`config.mk`:
```
export PLATFORM = sky130hd
export DESIGN_NAME = ysyx_redirect_ctrl_flat
export DESIGN_NICKNAME = d
export VERILOG_FILES = /design/src/rtl/ysyx_redirect_ctrl_if.sv /design/src/rtl/ysyx_redirect_ctrl.sv /design/src/flat_wrapper.sv
export SDC_FILE = /design/constraint.sdc
export NUM_CORES = 1
export LEC_CHECK = 0
export ABC_AREA = 1
export BUFFER_PORTS_ARGS = -buffer_cell sky130_fd_sc_hd__buf_2
export CAP_MARGIN = 20
export CORE_MARGIN = 2
export CORE_UTILIZATION = 30
export CTS_CLUSTER_DIAMETER = 200
export DETAILED_ROUTE_END_ITERATION = 8
export GPL_TIMING_DRIVEN = 0
export PLACE_DENSITY = 0.59
export SYNTH_ARGS = -nofsm -noshare
export SYNTH_HDL_FRONTEND = slang
export SYNTH_SLANG_ARGS = --single-unit
```
`constraint.sdc`:
```
create_clock -name clock -period 1.3 [get_ports clock]
set_input_delay 0.26 -clock clock [delete_from_list [all_inputs] [get_ports clock]]
set_output_delay 0.26 -clock clock [all_outputs]
set_load 0.05 [all_outputs]
```
`src/rtl/ysyx_redirect_ctrl_if.sv`:
```
// rtl/ysyx_redirect_ctrl_if.sv - writeback/trap/IFU redirect bus for ysyx_redirect_ctrl
//
// Purpose: groups the writeback request, trap request and IFU redirect
// handshake signals of the redirect controller into one bundle.
// Modports:
//   slave  - the redirect controller (consumes requests, drives redirect/flush)
//   master - the surrounding pipeline (drives requests, consumes redirect/flush)
// Signals:
//   wb_valid, wb_change, wb_retire, wb_npc[XLEN]  writeback commit info
//   trap_valid, trap_vec[XLEN], trap_ack          trap request and accept pulse
//   ifu_ready, redir_valid, redir_pc[XLEN]        redirect handshake to the IFU
//   flush, busy                                   pipeline kill and commit stall

`ifndef YSYX_XLEN
`define YSYX_XLEN 32
`endif

interface ysyx_redirect_ctrl_if #(
  parameter int XLEN = `YSYX_XLEN
);
  logic            wb_valid;
  logic            wb_change;
  logic            wb_retire;
  logic [XLEN-1:0] wb_npc;
  logic            trap_valid;
  logic [XLEN-1:0] trap_vec;
  logic            trap_ack;
  logic            ifu_ready;
  logic            redir_valid;
  logic [XLEN-1:0] redir_pc;
  logic            flush;
  logic            busy;

  modport slave (
    input  wb_valid, wb_change, wb_retire, wb_npc,
    input  trap_valid, trap_vec, ifu_ready,
    output trap_ack, redir_valid, redir_pc, flush, busy
  );

  modport master (
    output wb_valid, wb_change, wb_retire, wb_npc,
    output trap_valid, trap_vec, ifu_ready,
    input  trap_ack, redir_valid, redir_pc, flush, busy
  );
endinterface

```
`src/rtl/ysyx_redirect_ctrl.sv`:
```
// rtl/ysyx_redirect_ctrl.sv - commit-side redirect controller (flush then IFU redirect)
//
// Purpose: arbitrates branch-mispredict and trap redirect requests (trap wins),
// holds flush for FLUSH_CYCLES cycles, then offers the target PC to the IFU
// with a valid/ready handshake. busy is high whenever the FSM is not idle.
// Ports:
//   clock, reset     clock and synchronous active-high reset
//   bus (slave)      request inputs, trap_ack, redir_valid/redir_pc, flush, busy
//   perf_commit, perf_mispredict, perf_branch_ok, perf_trap
//                    32-bit event counters, present only when
//                    YSYX_REDIRECT_PERF_EN is defined
// Parameters: XLEN (PC width), FLUSH_CYCLES (1..15)
// Optional feature macro: YSYX_REDIRECT_PERF_EN

`ifndef YSYX_XLEN
`define YSYX_XLEN 32
`endif

module ysyx_redirect_ctrl #(
  parameter int XLEN         = `YSYX_XLEN,
  parameter int FLUSH_CYCLES = 2
) (
  input  logic                 clock,
  input  logic                 reset,
  ysyx_redirect_ctrl_if.slave  bus
`ifdef YSYX_REDIRECT_PERF_EN
  ,
  output logic [31:0]          perf_commit,
  output logic [31:0]          perf_mispredict,
  output logic [31:0]          perf_branch_ok,
  output logic [31:0]          perf_trap
`endif
);

  typedef enum logic [1:0] {
    S_IDLE  = 2'd0,
    S_FLUSH = 2'd1,
    S_REDIR = 2'd2
  } state_e;

  localparam logic [3:0] CNT_LOAD = 4'(FLUSH_CYCLES - 1);

  state_e          state_q, state_d;
  logic [3:0]      cnt_q, cnt_d;
  logic [XLEN-1:0] redir_pc_q, redir_pc_d;
  logic            trap_ack_q, trap_ack_d;
  logic            br_accept;

  always_ff @(posedge clock) begin
    if (reset) begin
      state_q    <= S_IDLE;
      cnt_q      <= 4'd0;
      redir_pc_q <= '0;
      trap_ack_q <= 1'b0;
    end else begin
      state_q    <= state_d;
      cnt_q      <= cnt_d;
      redir_pc_q <= redir_pc_d;
      trap_ack_q <= trap_ack_d;
    end
  end

  always_comb begin
    state_d    = state_q;
    cnt_d      = cnt_q;
    redir_pc_d = redir_pc_q;
    trap_ack_d = 1'b0;
    br_accept  = 1'b0;
    case (state_q)
      S_IDLE: begin
        // Trap takes priority; a same-cycle branch is killed by the flush anyway.
        if (bus.trap_valid) begin
          redir_pc_d = bus.trap_vec;
          trap_ack_d = 1'b1;
          cnt_d      = CNT_LOAD;
          state_d    = S_FLUSH;
        end else if (bus.wb_valid && bus.wb_change) begin
          redir_pc_d = bus.wb_npc;
          br_accept  = 1'b1;
          cnt_d      = CNT_LOAD;
          state_d    = S_FLUSH;
        end
      end
      S_FLUSH: begin
        if (cnt_q == 4'd0) begin
          state_d = S_REDIR;
        end else begin
          cnt_d = cnt_q - 4'd1;
        end
      end
      S_REDIR: begin
        if (bus.ifu_ready) begin
          state_d = S_IDLE;
        end
      end
      default: begin
        state_d = S_IDLE;
      end
    endcase
  end

  // Outputs come only from registered state, no input-to-output paths.
  assign bus.flush       = (state_q == S_FLUSH);
  assign bus.redir_valid = (state_q == S_REDIR);
  assign bus.busy        = (state_q != S_IDLE);
  assign bus.redir_pc    = redir_pc_q;
  assign bus.trap_ack    = trap_ack_q;

`ifdef YSYX_REDIRECT_PERF_EN
  logic [31:0] perf_commit_q, perf_mispredict_q, perf_branch_ok_q, perf_trap_q;

  always_ff @(posedge clock) begin
    if (reset) begin
      perf_commit_q     <= 32'd0;
      perf_mispredict_q <= 32'd0;
      perf_branch_ok_q  <= 32'd0;
      perf_trap_q       <= 32'd0;
    end else begin
      if (bus.wb_valid)                 perf_commit_q     <= perf_commit_q + 32'd1;
      if (br_accept)                    perf_mispredict_q <= perf_mispredict_q + 32'd1;
      if (bus.wb_valid && bus.wb_retire) perf_branch_ok_q <= perf_branch_ok_q + 32'd1;
      if (trap_ack_q)                   perf_trap_q       <= perf_trap_q + 32'd1;
    end
  end

  assign perf_commit     = perf_commit_q;
  assign perf_mispredict = perf_mispredict_q;
  assign perf_branch_ok  = perf_branch_ok_q;
  assign perf_trap       = perf_trap_q;
`else
  // wb_retire only feeds the performance counters.
  logic unused_retire;
  assign unused_retire = bus.wb_retire ^ br_accept;
`endif

endmodule

```
`src/flat_wrapper.sv`:
```
// flat-port wrapper written by rule: the top's interface ports become plain ports
module ysyx_redirect_ctrl_flat 
#(
  parameter int XLEN         = `YSYX_XLEN,
  parameter int FLUSH_CYCLES = 2
)
  (clock, reset, bus_wb_valid, bus_wb_change, bus_wb_retire, bus_wb_npc, bus_trap_valid, bus_trap_vec, bus_ifu_ready, bus_trap_ack, bus_redir_valid, bus_redir_pc, bus_flush, bus_busy);
  ysyx_redirect_ctrl_if #(.XLEN(XLEN)) bus_i ();
  input  logic clock;
  input  logic reset;
  input wire logic [$bits(bus_i.wb_valid)-1:0] bus_wb_valid;
  input wire logic [$bits(bus_i.wb_change)-1:0] bus_wb_change;
  input wire logic [$bits(bus_i.wb_retire)-1:0] bus_wb_retire;
  input wire logic [$bits(bus_i.wb_npc)-1:0] bus_wb_npc;
  input wire logic [$bits(bus_i.trap_valid)-1:0] bus_trap_valid;
  input wire logic [$bits(bus_i.trap_vec)-1:0] bus_trap_vec;
  input wire logic [$bits(bus_i.ifu_ready)-1:0] bus_ifu_ready;
  output wire logic [$bits(bus_i.trap_ack)-1:0] bus_trap_ack;
  output wire logic [$bits(bus_i.redir_valid)-1:0] bus_redir_valid;
  output wire logic [$bits(bus_i.redir_pc)-1:0] bus_redir_pc;
  output wire logic [$bits(bus_i.flush)-1:0] bus_flush;
  output wire logic [$bits(bus_i.busy)-1:0] bus_busy;
  assign bus_i.wb_valid = bus_wb_valid;
  assign bus_i.wb_change = bus_wb_change;
  assign bus_i.wb_retire = bus_wb_retire;
  assign bus_i.wb_npc = bus_wb_npc;
  assign bus_i.trap_valid = bus_trap_valid;
  assign bus_i.trap_vec = bus_trap_vec;
  assign bus_i.ifu_ready = bus_ifu_ready;
  assign bus_trap_ack = bus_i.trap_ack;
  assign bus_redir_valid = bus_i.redir_valid;
  assign bus_redir_pc = bus_i.redir_pc;
  assign bus_flush = bus_i.flush;
  assign bus_busy = bus_i.busy;
  ysyx_redirect_ctrl #(.XLEN(XLEN), .FLUSH_CYCLES(FLUSH_CYCLES)) u_core (.clock(clock), .reset(reset), .bus(bus_i));
endmodule
```
## After elaboration in Yosys (flattened, before gate mapping)

Cells that the tools add are included.

| storage, ports and cells | value |
|---|---|
| register bits after elaboration | 39 |
| output and inout bits | 36 |

| operators by class | value |
|---|---|
| $add $sub $neg | 1 |
| equality and inequality tests | 6 |
| multiplexer cells | 12 |
| bitwise operators | 1 |
| reduce and logical (&&, ||, !) cells | 10 |

Operators with widths:

| kind | count |
|---|---|
| 32-bit 2-to-1 mux | 2 |
| 4-bit 2-to-1 mux | 3 |
| 2-bit 2-to-1 mux | 4 |
| 4-bit one-hot mux with 2 select lines | 1 |
| 2-bit one-hot mux with 3 select lines | 1 |
| 3-bit AND reduction | 2 |
| 2-bit nonzero test | 3 |
| 4-bit zero test | 1 |
| 2-bit inequality test, second input constant | 2 |
| 4-bit by 1-bit subtractor with 4-bit output, second input constant | 1 |
| 3-bit by 2-bit inequality test with 1-bit output, second input constant | 1 |
| 2-bit by 1-bit == test with 1-bit output, second input constant | 1 |
| 2-bit == test, second input constant | 1 |
| 2-bit zero test | 1 |
| 2-bit by 1-bit inequality test with 1-bit output, second input constant | 1 |
| 2-bit AND reduction | 1 |
| 2-bit OR reduction | 1 |
| 1-bit logical AND | 1 |
| 1-bit 2-to-1 mux | 1 |
| 1-bit inverter | 1 |

## Logic depth before layout (Yosys ltp)

| depth | value |
|---|---|
| depth after elaboration | 4 |
| depth in mapped cells | 8 |

## Least setup slack after synthesis

No wires, ideal clock.

| timing | value |
|---|---|
| path kind | register to register |
| start | reg u_core.state_q[1] |
| end | reg u_core.state_q[1] |
| setup time | 70 ps |
| arrival | 1409 ps |
| required time | 1230 ps |
| slack | -179 ps |
| cell stages (with the launch flop) | 5 |
| period minus slack after synthesis | 1479 ps |
| path through | dfxtp_1 inv_1 nor2_1 nand2_1 a21oi_1 |

| on the way | value |
|---|---|
| cells in the longest elaborated chain, start to end | 3 |
| elaborated cells between the ends (all ways) | 8 |

RTL lines:

| element | RTL line | text |
|---|---|---|
| start, declared | ysyx_redirect_ctrl.sv:43 | `state_e state_q, state_d;` |
| start signal, assigned | ysyx_redirect_ctrl.sv:56 | `state_q <= state_d;` |
| 2-bit == test * | - |  |
| net bus_redir_valid | flat_wrapper.sv:19 | `output wire logic [$bits(bus_i.redir_valid)-1:0] bus_redir_valid;` |
| 2-bit inequality test (no source line) | - |  |
| 3-bit AND reduction (no source line) | - |  |

Mark *: on every way through the listed nets, which the timed path passes. The rest lies on a longest branch.
A chain may end at the register's enable or synchronous reset.

## Worst setup path after layout

| timing | value |
|---|---|
| start | reg u_core.state_q[1] |
| end | out bus_redir_valid |

| on the way | value |
|---|---|
| cells in the longest elaborated chain, start to end | 1 |

RTL lines:

| element | RTL line | text |
|---|---|---|
| 2-bit == test | ysyx_redirect_ctrl.sv:104 | `assign bus.redir_valid = (state_q == S_REDIR);` |
| end, declared | flat_wrapper.sv:19 |  |

Every way passes these cells.

==> impl_metrics.ini <==
[job]
maxCapViolCount = 0

[drt]
wirelength_mm = 5.30
wire_per_inst_um = 11.0
drtIter0Drc = 37
detail-route-antenna-nets = 0
drcViolationCount = 0
first_pass_iters = 4
vias_per_cell = 4.33
dr_total_vias = 2089

[clocking]
path_clk_slew_ns = 0.08
cts_sinks = 39
cts_max_path_buffers = 2
cts_root_buf = clkbuf_8
cts_tree = done
hold_buffers = 0
htree_levels = 2
clock_latency_ns = 0.29
numCtsBuffers = 5

[setup_path]
end_kind = output pin
worstSetupStartpoint = u_core.state_q[1]$_SDFFE_PP0P_
rr_worst_depth = 6
cp.required_ns = 1.04
arrival_ns = 1.01
critPathKind = register to output pin
path_cells = inv_2 -> nor2_4 -> buf_8
critical_path_peak_fanout = 4
r2r-end = u_core.bus.redir_pc[12]$_SDFFE_PP0P_
cp_slowest_cell = dfxtp_4
rrSetupSlack_ns = 0.12
r2r_start = u_core.state_q[0]$_SDFFE_PP0P_
worstSetupEndpoint = bus_redir_valid
critPathLaunchType = register
slowest_delay_ns = 0.39

[synthesis]
synth_edf_count = 0
ys_seq_elements = 39
yosysTopAreaCell = dfxtp_1
syn_avg_cell_area_um2 = 6.85
ys_top_cells_by_count = 106 x nand2_1, 41 x nor2_1, 39 x dfxtp_1
ys_dominant_reg_cell = dfxtp_1
yosysTopAreaCellShare_pct = 39.0
synth.cell_area_um2 = 2000
ys_seq_area_share_pct = 39.0
yosys-top-cells-area = dfxtp_1 39%, nand2_1 20%, nor2_2 9.4%
yosysMostFrequentCell = nand2_1
ys_async_sr_fraction_pct = 0
syn-num-nets = 364
yosys_warnings = 0
ys_types = 21
syn_inst = 292

[layout]
fillers = 706
nets = 477
diodes = 0
utilization_pct = 43.7
fin_area_um2 = 2790
regArea_um2 = 790
drive_above_1_share_pct = 42.1
area_delta_synth_final_pct = 39.6
multi_input_area_um2 = 1050

[power]
p_sw_share_pct = 40.7
p_sw_mw = 1.79
fin_total_pwr_mw = 4.39
comb_power_share_pct = 41.2
peakVddDrop_uv = 651
p_leak_nw = 1.49
sequentialPowerShare_pct = 34.6
p_per_area_nw_per_um2 = 1570
internal_power_mw = 2.61
p_clk_share_pct = 24.2

[placement]
dp_hpwl_mm = 4.04
place_ws_ns = -0.0464
io_buffers = 104
gp_congestion = 0.809
placed_cell_area_um2 = 2620

[floorplan]
start_util_pct = 31.3
fp.dieW_um = 85.6
ioPinCount = 107
rows = 29
dieHeight_um = 85.6
die_area_um2 = 7330
fp.coreArea_um2 = 6390

[sta]
fin_skew_ns = 0.00591
setup_violations = 0
postLayoutSetupSlackWorst_ns = 0.0342
finalHoldViolCount = 0
slew-limit-headroom_pct = 71.9
drv_slew = 0
max_freq_mhz = 790
worst_slew_pin_slew_ns = 0.422
rsz0062_at_grt = yes
fin_crit_ns = 1.27
timing.final.crit_share_pct = 97.4

[global_routing]
grt_pass1_wl_mm = 8.80
grt_start_max_net_pins = 13
grt_pass1_vias = 1981
antenna_found_initial = 0
grt_util_all_layers_pct = 14.7
grt-ovfl-total = 0

[hold_path]
hp-class = primary input to register

[run_status]
status = finished, final reports clean
==> metal layers <==
metal | share of wire, % | vias to the layer above | GRT usage (%)
met3 | 5.4 | 5 | 2.98
met2 | 48 | 61 | 25.9
met5 | 0 | - | 0
li1 | - | 1130 | -
met4 | 1.0 | 0 | 3.61
met1 | 46 | 893 | 18.3
==> layout by cell type (no fill, tap or decap), types with 4 or more instances in the layout <==
cell type | synthesis | layout
inv_1 | 7 | 5
clkbuf_8 | 0 | 6
dfxtp_1 | 39 | 36
nand2_1 | 106 | 106
buf_2 | 6 | 107
nand3_1 | 4 | 4
a21oi_1 | 5 | 5
nor2_2 | 30 | 30
buf_4 | 4 | 6
nor2_1 | 41 | 40
o21ai_1 | 29 | 29
==> sequential cells by signal, indices dropped and copies added, names as in the netlist <==
| signal | count |
|---|---|
| u_core.bus.trap_ack | 1 |
| u_core.bus.redir_pc | 32 |
| u_core.cnt_q | 4 |
| u_core.state_q | 2 |
==> what timing repair did <==
item,in CTS,in global routing
pin swaps,2,2
cloned,0,0
setup buffers,2,0
gates resized for setup,10,6
setup endpoints to repair,3,4
==> worst max-delay path: cells and delay by family (launching register included) <==
family | cells | cell delay (ns)
buf+inv | 2 | 0.20
flops | 1 | 0.39
simple gates | 1 | 0.12
==> kinds of logic after synthesis <==
family | share of synthesized area [%]
buffers and inverters | 8.76
AND/OR/NAND/NOR | 42.3
AO/OA/AOI/OAI | 9.26
adder cells (fa/ha/maj) | 0.626
flip-flops | 39.0
==> per-stage QoR <==
stage                      TNS, ns  std cells  hold slack (ns)
after floorplan           -0.00723        292            0.329
after global placement           0        473            0.462
after detailed placement    -0.159        473            0.473
after CTS                        0        483            0.188
after global routing       -0.0120        483            0.190
final                            0        483            0.196
==> worst min-delay path by stage <==
| stage | startpoint | slack, ns | end | cells past startpoint |
|---|---|---|---|---|
| 3_3_place_gp | u_core.bus.redir_pc[8]$_SDFFE_PP0P_ | 0.46 | u_core.bus.redir_pc[8]$_SDFFE_PP0P_ | 2 |
| 4_1_cts | reset | 0.19 | u_core.state_q[0]$_SDFFE_PP0P_ | 2 |
| 5_1_grt | reset | 0.19 | u_core.state_q[1]$_SDFFE_PP0P_ | 2 |
| 6_report | reset | 0.20 | u_core.state_q[0]$_SDFFE_PP0P_ | 2 |
| 2_1_floorplan | reset | 0.33 | u_core.cnt_q[1]$_SDFFE_PP0P_ | 1 |
| 3_5_place_dp | u_core.bus.redir_pc[8]$_SDFFE_PP0P_ | 0.47 | u_core.bus.redir_pc[8]$_SDFFE_PP0P_ | 2 |
==> layout make-up <==
class	count	area share (%)
Multi-Input combinational cell	228	37.7
Sequential cell	39	28.3
Tap cell	77	3.45
Clock inverter	2	1.26
Inverter	9	1.57
Timing Repair Buffer	106	20.1
Buffer	16	4.71
Clock buffer	6	2.96
==> power by group through the flow <==
stage | Combinational [mW] | Clock, mW | Sequential [mW]
final | 1.81 | 1.06 | 1.52
after global routing | 1.97 | 1.15 | 1.55
after CTS | 1.82 | 1.10 | 1.52
after detailed placement | 1.77 | 0 | 1.54
after global placement | 1.76 | 0 | 1.53
after floorplan | 0.815 | 0 | 2.07
(Power assumes the default switching activity.)
